### src/rtl/spi_rx_framer_if.sv
// Bundles the SPI slave pins, the RAM write port and the per-frame status of the
// receive framer. The framer takes the slave modport; whatever drives the bus takes the master.
interface spi_rx_framer_if #(
  parameter int WIDTH  = 8,
  parameter int AWIDTH = 4
);
  logic              spi_sclk;
  logic              spi_cs_n;
  logic              spi_mosi;
  logic              ram_we;
  logic [AWIDTH-1:0] ram_addr;
  logic [WIDTH-1:0]  ram_dat;
  logic              frame_done;
  logic [AWIDTH:0]   frame_len;
  logic              frame_partial;
  logic              frame_ovf;

  modport master (
    output spi_sclk, spi_cs_n, spi_mosi,
    input  ram_we, ram_addr, ram_dat,
    input  frame_done, frame_len, frame_partial, frame_ovf
  );

  modport slave (
    input  spi_sclk, spi_cs_n, spi_mosi,
    output ram_we, ram_addr, ram_dat,
    output frame_done, frame_len, frame_partial, frame_ovf
  );
endinterface

### src/rtl/spi_rx_framer.sv
// SPI mode-0 receive framer: oversamples the bus with clk, packs MOSI MSB-first into
// words, writes them to RAM from address 0 each frame, and reports frame status.
module spi_rx_framer #(
  parameter int WIDTH  = 8,
  parameter int AWIDTH = 4
) (
  input  logic          clk,
  input  logic          reset,
  spi_rx_framer_if.slave bus
);
  localparam int BW = $clog2(WIDTH + 1);
  localparam logic [AWIDTH:0] DEPTH = (AWIDTH + 1)'(2 ** AWIDTH);

  typedef enum logic [1:0] {WAIT_IDLE, IDLE, SHIFT, DONE} state_t;

  // Bit order: [2] sclk, [1] cs_n, [0] mosi. Every stage resets to 0, so a low
  // cs_n is assumed until proven otherwise and WAIT_IDLE cannot be fooled.
  logic [2:0] raw_in;
  logic [2:0] sync_in;

  assign raw_in = {bus.spi_sclk, bus.spi_cs_n, bus.spi_mosi};

  generate
    for (genvar gi = 0; gi < 3; gi++) begin : g_sync
      logic [1:0] stage_reg;
      always_ff @(posedge clk or posedge reset) begin
        if (reset) stage_reg <= '0;
        else       stage_reg <= {stage_reg[0], raw_in[gi]};
      end
      assign sync_in[gi] = stage_reg[1];
    end
  endgenerate

  logic sclk_s, cs_n_s, mosi_s;
  assign sclk_s = sync_in[2];
  assign cs_n_s = sync_in[1];
  assign mosi_s = sync_in[0];

  logic sclk_prev_reg;
  logic sclk_rise;

  always_ff @(posedge clk or posedge reset) begin
    if (reset) sclk_prev_reg <= 1'b0;
    else       sclk_prev_reg <= sclk_s;
  end

  assign sclk_rise = sclk_s & ~sclk_prev_reg;

  state_t            state_reg, state_next;
  logic [WIDTH-2:0]  shift_reg;
  logic [WIDTH-1:0]  shift_next;
  logic [BW-1:0]     bit_cnt_reg;
  logic [AWIDTH:0]   word_cnt_reg;
  logic              ovf_acc_reg;
  logic              ram_we_reg;
  logic [AWIDTH-1:0] ram_addr_reg;
  logic [WIDTH-1:0]  ram_dat_reg;
  logic [AWIDTH:0]   frame_len_reg;
  logic              frame_partial_reg;
  logic              frame_ovf_reg;

  logic frame_done_c;
  logic clear_c;
  logic shift_en_c;
  logic word_end_c;
  logic can_write_c;
  logic enter_done_c;

  assign shift_next = {shift_reg, mosi_s};

  always_ff @(posedge clk or posedge reset) begin
    if (reset) state_reg <= WAIT_IDLE;
    else       state_reg <= state_next;
  end

  always_comb begin
    state_next = state_reg;
    case (state_reg)
      WAIT_IDLE: if (cs_n_s)  state_next = IDLE;
      IDLE:      if (!cs_n_s) state_next = SHIFT;
      SHIFT:     if (cs_n_s)  state_next = DONE;
      DONE:                   state_next = IDLE;
      default:                state_next = WAIT_IDLE;
    endcase
  end

  // Deasserting cs_n wins over a coincident sclk rise: that edge is simply dropped.
  always_comb begin
    frame_done_c = 1'b0;
    clear_c      = 1'b0;
    shift_en_c   = 1'b0;
    enter_done_c = 1'b0;
    case (state_reg)
      IDLE:  clear_c      = 1'b1;
      SHIFT: begin
        enter_done_c = cs_n_s;
        shift_en_c   = !cs_n_s && sclk_rise;
      end
      DONE:  frame_done_c = 1'b1;
      default: ;
    endcase
    word_end_c  = shift_en_c && (bit_cnt_reg == BW'(WIDTH - 1));
    can_write_c = word_cnt_reg < DEPTH;
  end

  // word_cnt saturates at DEPTH so address 0 is never revisited within a frame.
  always_ff @(posedge clk or posedge reset) begin
    if (reset) begin
      shift_reg         <= '0;
      bit_cnt_reg       <= '0;
      word_cnt_reg      <= '0;
      ovf_acc_reg       <= 1'b0;
      ram_we_reg        <= 1'b0;
      ram_addr_reg      <= '0;
      ram_dat_reg       <= '0;
      frame_len_reg     <= '0;
      frame_partial_reg <= 1'b0;
      frame_ovf_reg     <= 1'b0;
    end else begin
      ram_we_reg <= 1'b0;
      if (clear_c) begin
        bit_cnt_reg  <= '0;
        word_cnt_reg <= '0;
        ovf_acc_reg  <= 1'b0;
      end
      if (shift_en_c) begin
        shift_reg <= shift_next[WIDTH-2:0];
        if (word_end_c) begin
          bit_cnt_reg <= '0;
          if (can_write_c) begin
            ram_we_reg   <= 1'b1;
            ram_addr_reg <= word_cnt_reg[AWIDTH-1:0];
            ram_dat_reg  <= shift_next;
            word_cnt_reg <= word_cnt_reg + (AWIDTH + 1)'(1);
          end else begin
            ovf_acc_reg <= 1'b1;
          end
        end else begin
          bit_cnt_reg <= bit_cnt_reg + BW'(1);
        end
      end
      // Status is latched on the way into DONE so it is already valid while frame_done is high.
      if (enter_done_c) begin
        frame_len_reg     <= word_cnt_reg;
        frame_partial_reg <= (bit_cnt_reg != '0);
        frame_ovf_reg     <= ovf_acc_reg;
      end
    end
  end

  assign bus.ram_we        = ram_we_reg;
  assign bus.ram_addr      = ram_addr_reg;
  assign bus.ram_dat       = ram_dat_reg;
  assign bus.frame_done    = frame_done_c;
  assign bus.frame_len     = frame_len_reg;
  assign bus.frame_partial = frame_partial_reg;
  assign bus.frame_ovf     = frame_ovf_reg;
endmodule

### src/flat_wrapper.sv
// flat-port wrapper written by rule: the top's interface ports become plain ports
module spi_rx_framer_flat 
#(
  parameter int WIDTH  = 8,
  parameter int AWIDTH = 4
)
  (clk, reset, bus_spi_sclk, bus_spi_cs_n, bus_spi_mosi, bus_ram_we, bus_ram_addr, bus_ram_dat, bus_frame_done, bus_frame_len, bus_frame_partial, bus_frame_ovf);
  spi_rx_framer_if #(.WIDTH(WIDTH), .AWIDTH(AWIDTH)) bus_i ();
  input  logic clk;
  input  logic reset;
  input wire logic [$bits(bus_i.spi_sclk)-1:0] bus_spi_sclk;
  input wire logic [$bits(bus_i.spi_cs_n)-1:0] bus_spi_cs_n;
  input wire logic [$bits(bus_i.spi_mosi)-1:0] bus_spi_mosi;
  output wire logic [$bits(bus_i.ram_we)-1:0] bus_ram_we;
  output wire logic [$bits(bus_i.ram_addr)-1:0] bus_ram_addr;
  output wire logic [$bits(bus_i.ram_dat)-1:0] bus_ram_dat;
  output wire logic [$bits(bus_i.frame_done)-1:0] bus_frame_done;
  output wire logic [$bits(bus_i.frame_len)-1:0] bus_frame_len;
  output wire logic [$bits(bus_i.frame_partial)-1:0] bus_frame_partial;
  output wire logic [$bits(bus_i.frame_ovf)-1:0] bus_frame_ovf;
  assign bus_i.spi_sclk = bus_spi_sclk;
  assign bus_i.spi_cs_n = bus_spi_cs_n;
  assign bus_i.spi_mosi = bus_spi_mosi;
  assign bus_ram_we = bus_i.ram_we;
  assign bus_ram_addr = bus_i.ram_addr;
  assign bus_ram_dat = bus_i.ram_dat;
  assign bus_frame_done = bus_i.frame_done;
  assign bus_frame_len = bus_i.frame_len;
  assign bus_frame_partial = bus_i.frame_partial;
  assign bus_frame_ovf = bus_i.frame_ovf;
  spi_rx_framer #(.WIDTH(WIDTH), .AWIDTH(AWIDTH)) u_core (.clk(clk), .reset(reset), .bus(bus_i));
endmodule
### config.mk
export PLATFORM = sky130hd
export DESIGN_NAME = spi_rx_framer_flat
export DESIGN_NICKNAME = d
export VERILOG_FILES = /design/src/rtl/spi_rx_framer_if.sv /design/src/rtl/spi_rx_framer.sv /design/src/flat_wrapper.sv
export SDC_FILE = /design/constraint.sdc
export NUM_CORES = 1
export LEC_CHECK = 0
export ABC_AREA = 1
export BUFFER_PORTS_ARGS = -buffer_cell sky130_fd_sc_hd__buf_4
export CORE_MARGIN = 3
export CORE_UTILIZATION = 55
export CTS_CLUSTER_SIZE = 25
export DETAILED_ROUTE_END_ITERATION = 7
export PLACE_DENSITY_LB_ADDON = 0.3
export SYNTH_ARGS = -nofsm -noshare
export SYNTH_HDL_FRONTEND = slang
export SYNTH_SLANG_ARGS = --single-unit
### constraint.sdc
create_clock -name clk -period 3.2 [get_ports clk]
set_input_delay 0.32 -clock clk [delete_from_list [all_inputs] [get_ports clk]]
set_output_delay 0.32 -clock clk [all_outputs]
set_load 0.01 [all_outputs]
==> results.txt, run 1 <==
- Run status: completed
* X dimension of the die: 65.8 um
* Minimum hold slack: 0.0623 ns
- After global routing, the most crowded layer is met2.
- A synthesized cell averages 9.08 um2.
* IO Pins: 26
* Power density over cell area: 537 nW/um2
- The share of synthesized area in the top cell type comes to 0.584.
- Leading cell types by count after synthesis: 80 x sky130_fd_sc_hd__nand2_1, 46 x sky130_fd_sc_hd__dfrtp_1, 22 x sky130_fd_sc_hd__nand3_1
- The floorplan step defined a core boundary enclosing between 3000 and 4000 um2.
* Final-report hold violation count: 0
* Met1 Usage GRT: 0.238
* Total number of H-tree levels: 2
* Total routing usage reported by global routing: 0.176
- Data arrival time of the critical path: 2.28 ns
- Counting flops with a built-in enable in the synthesized netlist gives 0.
- Leakage dissipation: approximately 0.0012 uW
- The slowest stage of the critical path is the sky130_fd_sc_hd__nor2_1 cell.
- In the global route stage, met2 resource usage came out at 0.270.
- Count of pins over their slew limit: 0
* Fin crit period: 2.02 ns
* Number of global-route vias before repair: 1311
* Most common cell in the netlist: sky130_fd_sc_hd__nand2_1
- Worst r2r src: u_core.state_reg[0]
- The finished layout holds 292 standard cells, fillers aside.
- Clock-pin slew was measured on the worst setup and hold paths at 0.12 ns.
- Count of buffers inserted at the top-level ports: 25
- The first detailed-routing pass ran for 4 iterations.
* Highest fanout seen on the critical path: 13
- Worst reg-to-reg path cell count: 7
- Element type at the critical path start: register
- Global routing finished with a remaining overflow of 0.
- Total of warnings raised by yosys: 0
- # nets final: 258
- Once layout is complete, the utilization of the core stands at 0.667.
- In the synthesized netlist the async set-or-reset flop fraction comes to 1.00.
- Post-CTS resize count: 0
- Wire length after detailed routing: 3.33 mm
* Post-route DRC violation count: 0
- Setup violators final: 0
- After detailed routing, the average wire length per cell comes to 11.4 um.
- Compared with the post-synthesis result, the final layout area differs by 14.7%.
* Startpoint of the lowest-slack hold path: bus_spi_cs_n
- The share of the Yosys chip area taken by registers is 0.584.
- By startpoint and endpoint, the worst setup path is classified as register to register.
- IR analysis of the VDD net gives a maximum drop of 0.328 mV.
- In the post-synthesis netlist, the biggest area contributors are sky130_fd_sc_hd__dfrtp_1 58%, sky130_fd_sc_hd__nand2_1 15%, sky130_fd_sc_hd__nand3_1 5.6%.
- Sinks on Clock Net: 46
- Data required, critical path: 3.45 ns
* Worst Clk Skew: 0.00758 ns
* Count of maximum capacitance violations: 0
- CP endpoint kind: register
- Detailed placement finished with a half-perimeter wire length of 2.34 mm.
- No sink is reached through more buffers than the 2 on the longest clock path.
- Number of buffers inserted by hold repair at cts: 0
- Count of distinct cell types in the synthesized netlist: 19
- Buffers inserted during clock tree synthesis total 5.
- TritonCTS built the clock tree.
- Cell chain of the critical path: inv_1, ha_1, nand2_1, nor2_1, nand3_2, nand2_1, nand2_1
- The worst pin sits at a relative slew slack of 0.389.
- The worst register-to-register path ends at u_core.bus.ram_dat[4].
- Before CTS, the worst setup slack after placement is between 1 and 1.5 ns.
- Across all setup checks in the final design, the least slack found is 1.18 ns.
- After synthesis the cells add up to 1970 um2.
- The floorplan has 21 rows.
* Leading area contributor after synthesis: sky130_fd_sc_hd__dfrtp_1
- Wire length of the first global-routing pass: 5.75 mm
* Unrepaired setup endpoints after global routing: false
* M3 GR Usage: 0.0561
- Diode count: 0
- Max Fclk: 494 MHz
- The largest single stage delay on the critical path is 0.49 ns.
* Synthesis-stage register bit count: 46
- Post CTS Setup Buffer Count: 0
- Worst setup path startpoint: u_core.state_reg[0]
* Die Area: 4330 um2
* Most used cell along the critical path: sky130_fd_sc_hd__nand2_1
- Cell type group with the largest total delay on the critical path: simple AND/OR/NAND/NOR gates
- Transition at the pin with the smallest max-transition slack: 0.915 ns
* Post-route clock period utilization: 0.632
- Synthesis produced a netlist with a net count of 230.
* Syn Inst Count: ~220
- Along the worst hold path, the cell count comes to 1.
* Number of DRC markers in iteration 0: 112
- Pin count of the biggest net entering global routing: 47
- At the later pin of the worst-skew pair, clock insertion delay measures 0.36 ns.
- R2R setup slack: 1.18 ns
- For this configuration, the core starts out at a cell density of 0.581.
- Worst Hold Class: primary input to register
* Initial antenna violation count: 0
- Detailed routing inserted a total of between 1000 and 1500 vias.
* Number of buffers and inverters on the critical path: 1
- In the final layout, the share of cells above drive strength 1 is 0.179.
- The tree is rooted in a sky130_fd_sc_hd__clkbuf_4.
* Setup TNS: 0 ns
- After detailed placement, the design holds a cell count of 284.
- For hold timing, the worst endpoint is u_core.g_sync[1].stage_reg[0].
* Overall die height: around 66 um
- Routed Antenna Nets: 0
- The register with the most flip-flops in the layout has 8 of them.
- Placer's final routability congestion estimate: 0.829
- For this run, the leading register cell type out of synthesis is sky130_fd_sc_hd__dfrtp_1.
- Drt via density: 4.96
through the flow:
stage	power [uW]	instance area, um2
2_1_floorplan	814	1970
3_3_place_gp	878	2180
3_5_place_dp	882	2180
4_1_cts	1220	2260
5_1_grt	1290	2260
6_report	1210	2260
worst max-delay path by stage:
stage / slack [ns] / depth (start not counted) / endpoint
finish: 1.18 / 7 / u_core.bus.ram_dat[4]
global route: 0.91 / 7 / u_core.bus.ram_dat[7]
CTS: 1.16 / 7 / u_core.bus.ram_addr[3]
detailed placement: 1.18 / 7 / u_core.bus.ram_addr[3]
global placement: 1.25 / 7 / u_core.bus.ram_dat[4]
floorplan: 1.79 / 1 / u_core.bit_cnt_reg[0]
where the power goes:
part / internal, uW / switching, uW
logic: 73.0 / 139
registers: 625 / 33.9
clock network: 162 / 180
cell type report:
cell class,count,area [um2]
clock buffers,5,37.5
clock inverters,3,40.0
fillers,261,1130
inverters,21,78.8
multi-input cells,146,707
flip-flops and latches,46,1150
well taps,46,57.6
repair buffers,25,188
kinds of logic after synthesis:
family / count (synthesis) / share of synthesized area
simple gates: 118 / 0.257
flops: 46 / 0.584
buf+inv: 25 / 0.0565
compound gates: 20 / 0.0515
fa+ha+maj: 8 / 0.0508
layer usage:
layer  wire [um]  part of all wire
met5           0                 0
met4          41             0.012
met3         169             0.051
met2        1430              0.43
met1        1690              0.51
layout by cell type (no fill, tap or decap), drive strengths merged:
master / instances
buf: 25
clkinv: 3
o21ai: 19
clkbuf: 5
dfrtp: 46
bufinv: 1
nand4: 2
nand3: 24
or2: 1
inv: 20
nand2: 82
a31oi: 1
ha: 8
nor2: 9
worst reg2reg max path, cell delays in order (launching register included):
cell and delay, ns:
sky130_fd_sc_hd__dfrtp_1 0.44, sky130_fd_sc_hd__inv_1 0.11, sky130_fd_sc_hd__ha_1 0.19, sky130_fd_sc_hd__nand2_1 0.09, sky130_fd_sc_hd__nor2_1 0.49, sky130_fd_sc_hd__nand3_2 0.38, sky130_fd_sc_hd__nand2_1 0.15, sky130_fd_sc_hd__nand2_1 0.06
Power figures use the tool's default switching activity.
==> run 2, diff against run 1 <==
- CORE_UTILIZATION: 55 -> 51
- clock period: 3.2 -> 1.8 ns (I/O delays scaled with it)
==> run 2 against run 1 <==
  * Clock skew up 0.0047 ns
  * Fmax rose by 31%
  * Global-route usage increased by 0.96 points
  * Final cell count rose by 3.1%
  * Highest routed layer unchanged
  * Largest power group unchanged
==> results.txt, run 2 (synthesis gave the netlist of run 1 again) <==
- After the last flow step, the layout net total stands at 267.
* Leading cell type in the layout, fill and taps excluded: sky130_fd_sc_hd__nand2_1
- Internal cell power: 1670 uW
- Data arrival time of the critical path: 1.79 ns
* Drt via density: 5.00
- Post-route clock period utilization: 0.858
* First drt pass iteration count: 4
- Final instance area: 2400 um2
* Data required, critical path: 2.05 ns
- Summed over all layers, the routed wires come to 3.69 mm.
- In this run the cell area measured after placement is 2220 um2.
- In this run the horizontal extent of the chip is 68.1 um.
* Combined flip-flop and latch cell area: around 1200 um2
* Run status: completed
- Count of maximum capacitance violations: 0
- The core region is 3520 um2.
* Max FFs per register: 8
- The initial antenna violation count is 0.
* Leading cell types in the layout, fill and taps excluded: 80 x sky130_fd_sc_hd__nand2_1, 46 x sky130_fd_sc_hd__dfrtp_1, 28 x sky130_fd_sc_hd__buf_4, 22 x sky130_fd_sc_hd__nand3_1
- The share of total power dissipated in sequential elements is 0.503.
- Post-Place Cells: ~290
* Overall die height: 68.1 um
* Setup violators final: 0
- After detailed routing, the average wire length per cell comes to 12.3 um.
* Worst vdd ir: 1.18 mV
- Leakage dissipation: 0.00129 uW
- Share of cells above drive strength 1: 0.192
- Number of fill cells: 280
* Die Area: 4640 um2
- Final-report hold violation count: 0
- The final route contains between 1500 and 2000 vias.
- Power spread over the standard cell area amounts to 969 nW/um2.
- Sinks on Clock Net: 46
* Worst slew slack as a fraction of its limit: 0.745
* Area of the multi-input gates: 717 um2
- Derived from the worst setup path, the maximum achievable clock frequency is around 650 MHz.
- Number of DRC markers in iteration 0: 122
- In this run, CTS created clock tree buffers numbering 5.
- CTS placed an instance of sky130_fd_sc_hd__clkbuf_8 at the clock tree root.
- TritonCTS clock tree: yes
- Of the total power, the share spent switching nets is 0.284.
* Total routing usage reported by global routing: 0.186
- STA classifies the critical path startpoint as a register.
* Net switching component of the power: between 600 and 700 uW
* Clock edge transition at the registers on the reported setup and hold paths: ~0.090 ns
* IO Pins: 26
- Number of standard cells in the layout, taps in and fillers out: 301
- Area added between synthesis and finish: 22.0%
- The repair_antennas step left the layout with diodes totalling 0.
- The share of total power dissipated in combinational logic is 0.174.
- The HPWL after detailed placement is approximately 2.5 mm.
* Count of pins over their slew limit: 0
- CP endpoint kind: register
- Of all nets on the critical path, the largest fanout is 10.
* Placer's final routability congestion estimate: between 0.7 and 0.8
- At the later pin of the worst-skew pair, clock insertion delay measures 0.31 ns.
- The critical path is of the register to register type.
- Starting Density: 0.559
* Routed Antenna Nets: 0
- Setup repair after global routing left no endpoint under its margin.
- Buffer levels on the longest clock path: 2
- In this run the worst hold path is classified as register to register.
- Worst Clk Skew: 0.0123 ns
* Wire length of the first global-routing pass: 6.34 mm
- The clock tree synthesis step divided the H-tree into 2 levels.
- Entering global routing, the biggest net connects 47 pins.
- For the final routed database, the setup TNS stands at 0 ns.
- The initialized floorplan defines 21 standard-cell rows.
- Count of buffers inserted at the top-level ports: 25
- Clock power share: 0.323
- Fin crit period: 1.54 ns
- The via count of the first global-routing pass is 1445.
- At the pin with the least slew margin, the transition time is 0.379 ns.
* Total overflow reported by the global router: 0
* Post-route DRC violation count: 0
-- run 2: changes by cell type in the layout (fill, tap and decap cells not counted), sizes merged --
| cell | before | now |
|---|---|---|
| dlygate4sd3 | 0 | 4 |
| buf | 25 | 30 |
| clkinv | 3 | 4 |
| inv | 20 | 19 |
-- run 2: critical path, cell delays in order, from the launching register on --
cell and delay [ns]:
sky130_fd_sc_hd__dfrtp_1 0.42, sky130_fd_sc_hd__inv_1 0.10, sky130_fd_sc_hd__ha_1 0.20, sky130_fd_sc_hd__nand2_1 0.10, sky130_fd_sc_hd__inv_2 0.06, sky130_fd_sc_hd__nand2_2 0.13
sky130_fd_sc_hd__nor2_4 0.17, sky130_fd_sc_hd__buf_4 0.15, sky130_fd_sc_hd__nand3_1 0.07, sky130_fd_sc_hd__nand2_1 0.09
-- run 2: power groups by stage --
stage	logic [uW]	clock network [uW]	registers (uW)
3_3_place_gp	386	0	1180
6_report	406	752	1170
4_1_cts	411	764	1170
2_1_floorplan	266	0	1180
3_5_place_dp	393	0	1190
5_1_grt	469	811	1180
-- run 2: cell type report --
| cell class | count | share of cell area |
|---|---|---|
| Tap cell | 46 | 0.0239 |
| Multi-Input combinational cell | 146 | 0.298 |
| Clock inverter | 3 | 0.0167 |
| Clock buffer | 5 | 0.0286 |
| Sequential cell | 46 | 0.479 |
| Inverter | 21 | 0.0328 |
| Timing Repair Buffer | 34 | 0.121 |
-- run 2: per-layer routing --
metal | global-route usage | part of all wire | up-vias
met5 | 0 | 0 | -
met3 | 0.0443 | 0.043 | 6
met1 | 0.236 | 0.45 | 709
met2 | 0.308 | 0.49 | 33
li1 | - | - | 757
met4 | 0.0670 | 0.016 | 0
-- run 2: worst paths after layout --
path,slack [ns],to,depth (start not counted),start
worst min register to register,0.36,u_core.g_sync[1].stage_reg[1],0,u_core.g_sync[1].stage_reg[0]
worst min-delay path,0.36,u_core.g_sync[1].stage_reg[1],0,u_core.g_sync[1].stage_reg[0]
worst max register to register,0.26,u_core.bus.ram_dat[4],9,u_core.state_reg[0]
min in group asynchronous,0.47,u_core.shift_reg[2],4,reset
max in group asynchronous,1.11,u_core.bus.frame_len[3],4,reset
worst max-delay path,0.26,u_core.bus.ram_dat[4],9,u_core.state_reg[0]
-- run 2: through the flow --
stage | hold slack (ns) | total power (uW) | worst slack [ns] | utilization
detailed placement | 0.246 | 1580 | 0.109 | 0.630
CTS | 0.359 | 2340 | 0.0998 | 0.672
finish | 0.356 | 2330 | 0.256 | 0.683
global route | 0.368 | 2460 | 0.0990 | 0.683
global placement | 0.242 | 1570 | 0.203 | 0.630
floorplan | 0.211 | 1450 | 0.394 | -
-- run 2: timing repair --
item,in CTS,in global routing
hold buffers,4,0
endpoints found under the hold margin,49,0
setup endpoints to repair,0,13
buffers inserted,0,2
resized for setup,0,2
==> run 3, diff against run 2 <==
- RECOVER_POWER: unset -> 50
==> run 3 against run 2 <==
  * Via count rose by 0.27%
  * Clock power barely moved
  * Die area did not move
  * Sequential power barely moved
  * Critical path type unchanged
  * Largest power group unchanged
  * Highest routed layer unchanged
==> results.txt, run 3 (synthesis gave the netlist of run 1 again) <==
- For this run, the post-layout net count is 267.
* Cell row count: 21
- Setup violators final: 0
- The routed design has 3.69 mm of wire.
- Worst Clk Skew: 0.0123 ns
- The worst hold path belongs to the class register to register.
- Number of DRC markers in iteration 0: 122
- The tool flagged a number of max-cap violations equal to 0.
* Data required, critical path: 2.05 ns
- Counting tap cells, the placed design contains a total of 287 instances.
- Final-report hold violation count: 0
* Critical setup path kind: register to register
- Routed wire length per instance: 12.3 um
* Initial antenna violation count: 0
* Drt via density: 5.01
- Sinks on Clock Net: 46
- The later pin in the worst-skew pair is clocked with a latency of 0.31 ns.
* Total via count after detailed routing: roughly 1500
- In the layout the commonest cells are 80 x sky130_fd_sc_hd__nand2_1, 46 x sky130_fd_sc_hd__dfrtp_1, 22 x sky130_fd_sc_hd__nand3_1, 21 x sky130_fd_sc_hd__buf_4.
* Transition at the pin with the smallest max-transition slack: about 1.1 ns
- TritonCTS built the clock tree.
- IO Pins: 26
- The count of nets left with antenna violations once routing finished came out at 0.
- Number of standard cells in the layout, taps in and fillers out: 301
* Number of fill cells: 281
- Measured along the x axis, the die boundary spans 68.1 um.
* Worst vdd ir: 1.18 mV
- For this run, the total global-route usage over all layers was measured as 0.186.
* HPWL reported at the end of detailed placement: 2.47 mm
* Post-route clock period utilization: 0.858
* Clock edge transition at the registers on the reported setup and hold paths: around 0.090 ns
- In this run the tool buffered the top-level ports with 25 buffer cells.
- CP endpoint kind: register
* Pin count of the biggest net entering global routing: 47
- The clock passes through at most 2 buffers.
- Max FFs per register: 8
- Total overflow reported by the global router: 0
* Cell at the root of the clock tree: sky130_fd_sc_hd__clkbuf_8
- Leading cell type in the layout, fill and taps excluded: sky130_fd_sc_hd__nand2_1
* Area added between synthesis and finish: 20.7%
* Placer's final routability congestion estimate: 0.763
- 0 antenna diodes ended up in the layout.
- For this run, the top clock speed supported by timing is 648 MHz.
- Leakage dissipation: 0.00127 uW
* Number of global-route vias before repair: 1445
- Element type at the critical path start: register
* Share of cells above drive strength 1: 0.180
- Count of pins over their slew limit: 0
* Wire length of the first global-routing pass: around 6.3 mm
- Run status: completed
- Measured against its own limit, the worst slew margin works out to 0.271.
* Num CTS Buffers: 5
* Setup TNS: 0 ns
- Total number of H-tree levels: 2
- Highest fanout seen on the critical path: 10
* Fin crit period: 1.54 ns
* Post-route DRC violation count: 0
- After floorplanning, the core was sized to cover 3520 um2.
- First drt pass iteration count: 4
* Die Area: 4640 um2
* Overall die height: 68.1 um
- The initial utilization of the core area, before any placement, comes to 0.559.
- Power spread over the standard cell area amounts to 978 nW/um2.
- Data arrival time of the critical path: approximately 1.8 ns
* Unrepaired setup endpoints after global routing: false
-- run 3: cell count changes in the layout (fill, tap and decap cells not counted), sizes merged --
cell	previous run	this run
buf	30	22
clkbuf	5	13
-- run 3: layer usage --
metal,wire length [um],global-route usage
met3,164,0.0443
met4,58,0.0670
met5,0,0
met1,1660,0.236
met2,1810,0.308
-- run 3: where the power goes --
group          switching (uW)  internal (uW)  total [uW]
Clock                     344            409         753
Sequential               59.2           1110        1170
Combinational             258            144         401
-- run 3: final timing paths --
path	from	end	slack (ns)	cells after the start
worst max register to register	u_core.state_reg[0]	u_core.bus.ram_dat[4]	0.26	9
worst min register to register	u_core.g_sync[1].stage_reg[0]	u_core.g_sync[1].stage_reg[1]	0.36	0
max in group asynchronous	reset	u_core.bus.frame_len[3]	0.35	4
min in group asynchronous	reset	u_core.shift_reg[2]	0.78	4
worst min-delay path	u_core.g_sync[1].stage_reg[0]	u_core.g_sync[1].stage_reg[1]	0.36	0
worst max-delay path	u_core.state_reg[0]	u_core.bus.ram_dat[4]	0.26	9
-- run 3: final cells by class --
type / instances / area (um2) / share of cell area
Clock buffer: 5 / 68.8 / 0.0289
Timing Repair Buffer: 34 / 264 / 0.111
Multi-Input combinational cell: 146 / 717 / 0.302
Sequential cell: 46 / 1150 / 0.484
Clock inverter: 3 / 40.0 / 0.0168
Tap cell: 46 / 57.6 / 0.0242
Inverter: 21 / 78.8 / 0.0332
-- run 3: timing repair --
| action | in CTS | in global routing |
|---|---|---|
| hold buffers | 4 | 0 |
| hold endpoints to repair | 49 | 0 |
| setup buffers | 0 | 2 |
| gates resized for setup | 0 | 2 |
| endpoints found under the setup margin | 0 | 13 |
-- run 3: per-stage QoR --
stage               worst slack [ns]  hold slack, ns  utilization  area [um2]  total power (uW)
detailed placement             0.109           0.246        0.630        2220              1580
global route                  0.0990           0.368        0.675        2380              2460
global placement               0.203           0.242        0.630        2220              1570
floorplan                      0.394           0.211            -        1970              1450
finish                         0.256           0.356        0.675        2380              2320
CTS                           0.0998           0.359        0.672        2370              2340
-- run 3: critical path: stages, from the launching register on --
cell and delay, ns:
sky130_fd_sc_hd__dfrtp_1 0.42, sky130_fd_sc_hd__inv_1 0.10, sky130_fd_sc_hd__ha_1 0.20, sky130_fd_sc_hd__nand2_1 0.10
sky130_fd_sc_hd__inv_2 0.06, sky130_fd_sc_hd__nand2_2 0.13, sky130_fd_sc_hd__nor2_4 0.17, sky130_fd_sc_hd__buf_4 0.15
sky130_fd_sc_hd__nand3_1 0.07, sky130_fd_sc_hd__nand2_1 0.09
